### src/rtl/grid_scan_driver.sv
// grid_scan_driver: double-buffered 8x8 row scanner for the life grid.
// Frames are swapped only at frame boundaries so a scan never tears.
module grid_scan_driver #(
    parameter int DWELL = 1024,
    parameter int BLANK = 8
) (
    input  logic        clk,
    input  logic        reset,
    input  logic        on,
    input  logic [63:0] grid,
    input  logic        grid_valid,
    output logic [7:0]  row_sel,
    output logic [7:0]  col_data,
    output logic        frame_done,
    output logic [6:0]  population
);

    localparam int CMAX = (DWELL > BLANK) ? DWELL : BLANK;
    localparam int CW   = (CMAX > 1) ? $clog2(CMAX) : 1;
    localparam logic [CW-1:0] DW_LAST = CW'(DWELL - 1);
    localparam logic [CW-1:0] BL_LAST = CW'(BLANK - 1);

    typedef enum logic [1:0] {
        S_IDLE,
        S_BLANK,
        S_DRIVE
    } state_t;

    state_t        state, state_n;
    logic [2:0]    row, row_n;
    logic [CW-1:0] cycle, cycle_n;
    logic [63:0]   shadow, active;
    logic          pending;
    logic          boundary;
    logic [6:0]    ones;

    always_comb begin
        state_n    = state;
        row_n      = row;
        cycle_n    = cycle;
        boundary   = 1'b0;
        frame_done = 1'b0;
        if (!on) begin
            state_n = S_IDLE;
            row_n   = 3'd0;
            cycle_n = '0;
        end else begin
            case (state)
                S_IDLE: begin
                    state_n  = S_BLANK;
                    row_n    = 3'd0;
                    cycle_n  = '0;
                    boundary = 1'b1;
                end
                S_BLANK: begin
                    if (cycle == BL_LAST) begin
                        state_n = S_DRIVE;
                        cycle_n = '0;
                    end else begin
                        cycle_n = cycle + 1'b1;
                    end
                end
                S_DRIVE: begin
                    if (cycle == DW_LAST) begin
                        state_n = S_BLANK;
                        cycle_n = '0;
                        row_n   = row + 3'd1;
                        if (row == 3'd7) begin
                            frame_done = 1'b1;
                            boundary   = 1'b1;
                        end
                    end else begin
                        cycle_n = cycle + 1'b1;
                    end
                end
                default: state_n = S_IDLE;
            endcase
        end
    end

    always_comb begin
        ones = 7'd0;
        for (int i = 0; i < 64; i++) begin
            ones = ones + 7'(active[i]);
        end
    end

    // Outputs are computed from the next state so row_sel/col_data line up
    // with the state register on every edge.
    always_ff @(posedge clk or negedge reset) begin
        if (!reset) begin
            state      <= S_IDLE;
            row        <= 3'd0;
            cycle      <= '0;
            shadow     <= '0;
            active     <= '0;
            pending    <= 1'b0;
            row_sel    <= '0;
            col_data   <= '0;
            population <= '0;
        end else begin
            state      <= state_n;
            row        <= row_n;
            cycle      <= cycle_n;
            population <= ones;
            if (boundary && pending) begin
                active <= shadow;
            end
            if (grid_valid) begin
                shadow  <= grid;
                pending <= 1'b1;
            end else if (boundary) begin
                pending <= 1'b0;
            end
            if (state_n == S_DRIVE) begin
                row_sel  <= 8'd1 << row_n;
                col_data <= active[8*row_n +: 8];
            end else begin
                row_sel  <= '0;
                col_data <= '0;
            end
        end
    end

endmodule

### config.mk
export PLATFORM = sky130hd
export DESIGN_NAME = grid_scan_driver
export DESIGN_NICKNAME = d
export VERILOG_FILES = /design/src/rtl/grid_scan_driver.sv
export SDC_FILE = /design/constraint.sdc
export NUM_CORES = 1
export LEC_CHECK = 0
export BUFFER_PORTS_ARGS = -buffer_cell sky130_fd_sc_hd__buf_2
export CORE_MARGIN = 2
export CORE_UTILIZATION = 55
export DETAILED_ROUTE_END_ITERATION = 8
export HOLD_SLACK_MARGIN = 0.03
export PLACE_DENSITY = 0.82
export SLEW_MARGIN = 10
export SYNTH_ARGS = -nofsm -noshare
export SYNTH_HDL_FRONTEND = slang
export SYNTH_SLANG_ARGS = --single-unit
export TNS_END_PERCENT = 5
### constraint.sdc
create_clock -name clk -period 7.6 [get_ports clk]
set_input_delay 0.76 -clock clk [delete_from_list [all_inputs] [get_ports clk]]
set_output_delay 0.76 -clock clk [all_outputs]
set_load 0.1 [all_outputs]
==> results summary <==
After clock tree synthesis, the repair step resized 0 gates. The most common cell in the netlist is dfrtp_1. Summed over all failing endpoints, the final setup total negative slack is 0 ns. The maximum number of pins on one net before global-route repair is just over 90. The fraction of layout cells with a size suffix above 1 came out at a little over a third. The CTS tree is built.

The summed instance area of the synthesized netlist came out at between 8000 and 9000 µm². For this design, the slowest cell found on the critical path is fa_1. The tightest min-delay check is of the primary input to async pin type. The number of buffers and inverters on the critical path is 6. The worst-case headroom to the max-slew limit came out at 33.72%. The number of levels the H-tree was split into is 4. The most prevalent standard cell on the critical path is fa_1.

The width of the die came out at approximately 130 µm. After floorplanning, the core was divided into 45 placement rows. The number of clock sinks is about 170. The count of nets after finishing is just under 900. The area of the core came out at around 15000 µm².

The cell family contributing the most delay on the critical path is adder cells. The wire length per cell came out at ~19 µm. The number of setup buffers added after CTS is 0. Setup violations remaining at the end of the flow were counted as 0. The via count of the first global-routing pass came out at between 5000 and 6000.

In this run, synthesis inferred 0 flip-flops with an integrated enable. The run finished with clean final reports. The worst setup path is launched from a flip-flop. After detailed routing, the number of remaining DRC violations is 0.

After legalization and detailed placement, the total HPWL measured around 13 mm. The overall routed net length is between 15 and 20 mm. The share of the yosys chip area belonging to registers came out at between 40% and 50%.

The mean number of vias per cell is about 5.6. Detailed routing inserted a total of roughly 5300 vias. Of the post-synthesis cell area, the dominant cell type holds roughly 49%. The quantity of I/O buffers inserted on ports is 91. The signal on the critical path passes through inv_1 -> fa_1 -> inv_1 -> fa_1 -> inv_1 -> fa_1 -> inv_1 -> fa_1 -> fa_1 -> fa_1 -> inv_1 -> fa_1 -> fa_1 -> inv_1 -> ha_1 -> fa_1 -> a21o_1 -> a21oi_1 -> nor2b_1 -> o21ai_0 -> nand2b_1.

The global-route usage over all layers came out at approximately a quarter. The fraction of synthesis flops using an asynchronous set or reset pin came out at 100.0%. Once the floorplan was initialized, standard cells occupied ~56% of the core. The number of routed nets with antenna violations is 0. The layout overhead on the synthesized area came out at 14.08%. The data required time at the worst endpoint came out at about 7.9 ns. The biggest area contributor in the post-synthesis netlist is dfrtp_1. The post-route clock skew came out at slightly above 0.009 ns. The endpoint kind of the worst setup timing path is a flip-flop.

The flop and latch count out of synthesis came out at roughly 170. The mean instance size in the synthesized netlist came out at around 13 µm². The wire length of the first global-routing pass is 29.10 mm. The maximum buffer depth of the clock tree is 2. Setup repair after global routing left no endpoint under its margin. The number of maximum-capacitance violations is 0. The DRC marker count from the first detailed-route iteration is 360. The hold buffer count at CTS is 0.

The clock slew at the register clock pins of the worst setup and hold paths came out at approximately 0.060 ns. When the netlist entered floorplanning its net count stood at about 800. The post-route minimum period came out at roughly 6.1 ns. The ratio of final minimum period to clock period came out at 80.59%.

The die outline area is ~17000 µm². The total congestion overflow is 0. The transition at the pin with the smallest max-transition slack is a little under 1 ns. The routability-driven placement congestion ratio came out at 0.8754. The number of primary I/O pins came out at 92.

After synthesis, the most frequently instantiated cells are 167 x dfrtp_1, 126 x mux2_2, 77 x inv_1, 54 x fa_1, 34 x nand2_1. The number of warning messages in the yosys log is 0. The gate count of the mapped netlist came out at 655. The clock network latency to the later pin of the worst-skew pair is roughly 0.43 ns. Clock tree synthesis selected as its root buffer the cell clkbuf_16.

For this run, the slowest stage of the critical path takes roughly 0.53 ns. The type of the worst setup path is flip-flop to flip-flop. The length of the first detailed-routing pass in iterations came out at 5. The initial antenna violation count is 0. Counting distinct cell types in the post-synthesis netlist gives 52. The maximum fanout count along the critical path came out at 3. The critical path data arrival time is roughly 6.4 ns. The max-slew violation total from the final report is 0. The most used flip-flop cell after synthesis is dfrtp_1.

The hold violation total from the final report came out at 0. The number of buffers created by CTS is 17. In this run the vertical extent of the chip is 128.9 µm. The antenna diode instance count came out at 0. Timing would allow up to roughly 160 MHz. In the post-synthesis netlist, the biggest area contributors are dfrtp_1 49%, mux2_2 17%, fa_1 13%, inv_1 3.4%, ha_1 3.2%.
[metal layers]
metal | track usage [%] | routed length [µm] | vias to the layer above
met5 | 0 | 0 | -
met4 | 8.312 | 340 | 0
met3 | 4.532 | 918 | 23
met2 | 38.81 | 9000 | 144
met1 | 30.88 | 7424 | 2720
li1 | - | - | 2402
[layout make-up]
cell class | instances | area (µm²)
Clock buffer | 21 | 470.5
Timing Repair Buffer | 97 | 506.7
Tap cell | 188 | 235.2
Clock inverter | 10 | 121.4
Sequential cell | 167 | 4179
Inverter | 79 | 299.0
Multi-Input combinational cell | 384 | 3971
Fill cell | 1103 | 5419
[worst paths after layout]
kind,slack (ns),startpoint,to,cells past startpoint
worst min-delay path,0.39,reset,active[20],1
worst max-delay path,1.48,active[53],population[6],21
max in group asynchronous,5.77,reset,active[29],2
worst max register to register,1.48,active[53],population[6],21
worst min register to register,0.50,shadow[38],active[38],1
min in group clk,0.50,shadow[38],active[38],1
[worst register-to-register path, delay by kind of cell (launching register included)]
family | cells | cell delay [ns]
fa+ha+maj | 10 | 4.57
compound gates | 3 | 0.57
flops | 1 | 0.38
buf+inv | 6 | 0.34
simple gates | 2 | 0.16
[cells by family (layout without fill, tap and decap cells)]
kind of cell / after synthesis / in the layout / synth area share, %
buf+inv: 104 / 207 / 4.961
mux: 142 / 142 / 18.60
simple gates: 79 / 79 / 4.975
xor+xnor: 5 / 5 / 0.5106
compound gates: 82 / 82 / 6.405
flops: 167 / 167 / 48.73
fa+ha+maj: 76 / 76 / 15.82
[state kept, by name, summed over array words and instances (netlist names)]
| register | cells |
|---|---|
| active | 64 |
| shadow | 64 |
| cycle | 10 |
| col_data | 8 |
| row_sel | 8 |
| population | 7 |
| row | 3 |
| state | 2 |
| pending | 1 |
[through the flow]
step / utilization (%) / std cells / area [µm²] / worst slack (ns) / hold WS (ns)
2_1_floorplan: - / 655 / 8576 / 1.873 / 0.4541
3_3_place_gp: 60.46 / 915 / 9191 / 1.706 / 0.4828
3_5_place_dp: 60.46 / 915 / 9191 / 1.557 / 0.4891
4_1_cts: 64.35 / 946 / 9783 / 1.456 / 0.4085
5_1_grt: 64.35 / 946 / 9783 / 1.199 / 0.4466
6_report: 64.35 / 946 / 9783 / 1.475 / 0.3881
[cells in the final DEF, fill, tap and decap left out, drive strengths merged, types with 4 or more instances in the layout]
| cell | netlist | routed |
|---|---|---|
| o21ai | 19 | 19 |
| clkinvlp | 0 | 4 |
| nand2 | 34 | 34 |
| buf | 15 | 97 |
| nor3 | 9 | 9 |
| a21o | 6 | 6 |
| fa | 54 | 54 |
| a21oi | 28 | 28 |
| clkbuf | 10 | 21 |
| nand3 | 8 | 8 |
| o211ai | 4 | 4 |
| inv | 79 | 80 |
| dfrtp | 167 | 167 |
| o31ai | 4 | 4 |
| nor2 | 5 | 5 |
| mux2i | 12 | 12 |
| xnor2 | 4 | 4 |
| ha | 22 | 22 |
| mux2 | 130 | 130 |
| a221o | 8 | 8 |
Power is not shown: default switching activity piles up to over one toggle a cycle in this logic, so the estimate is an artifact.
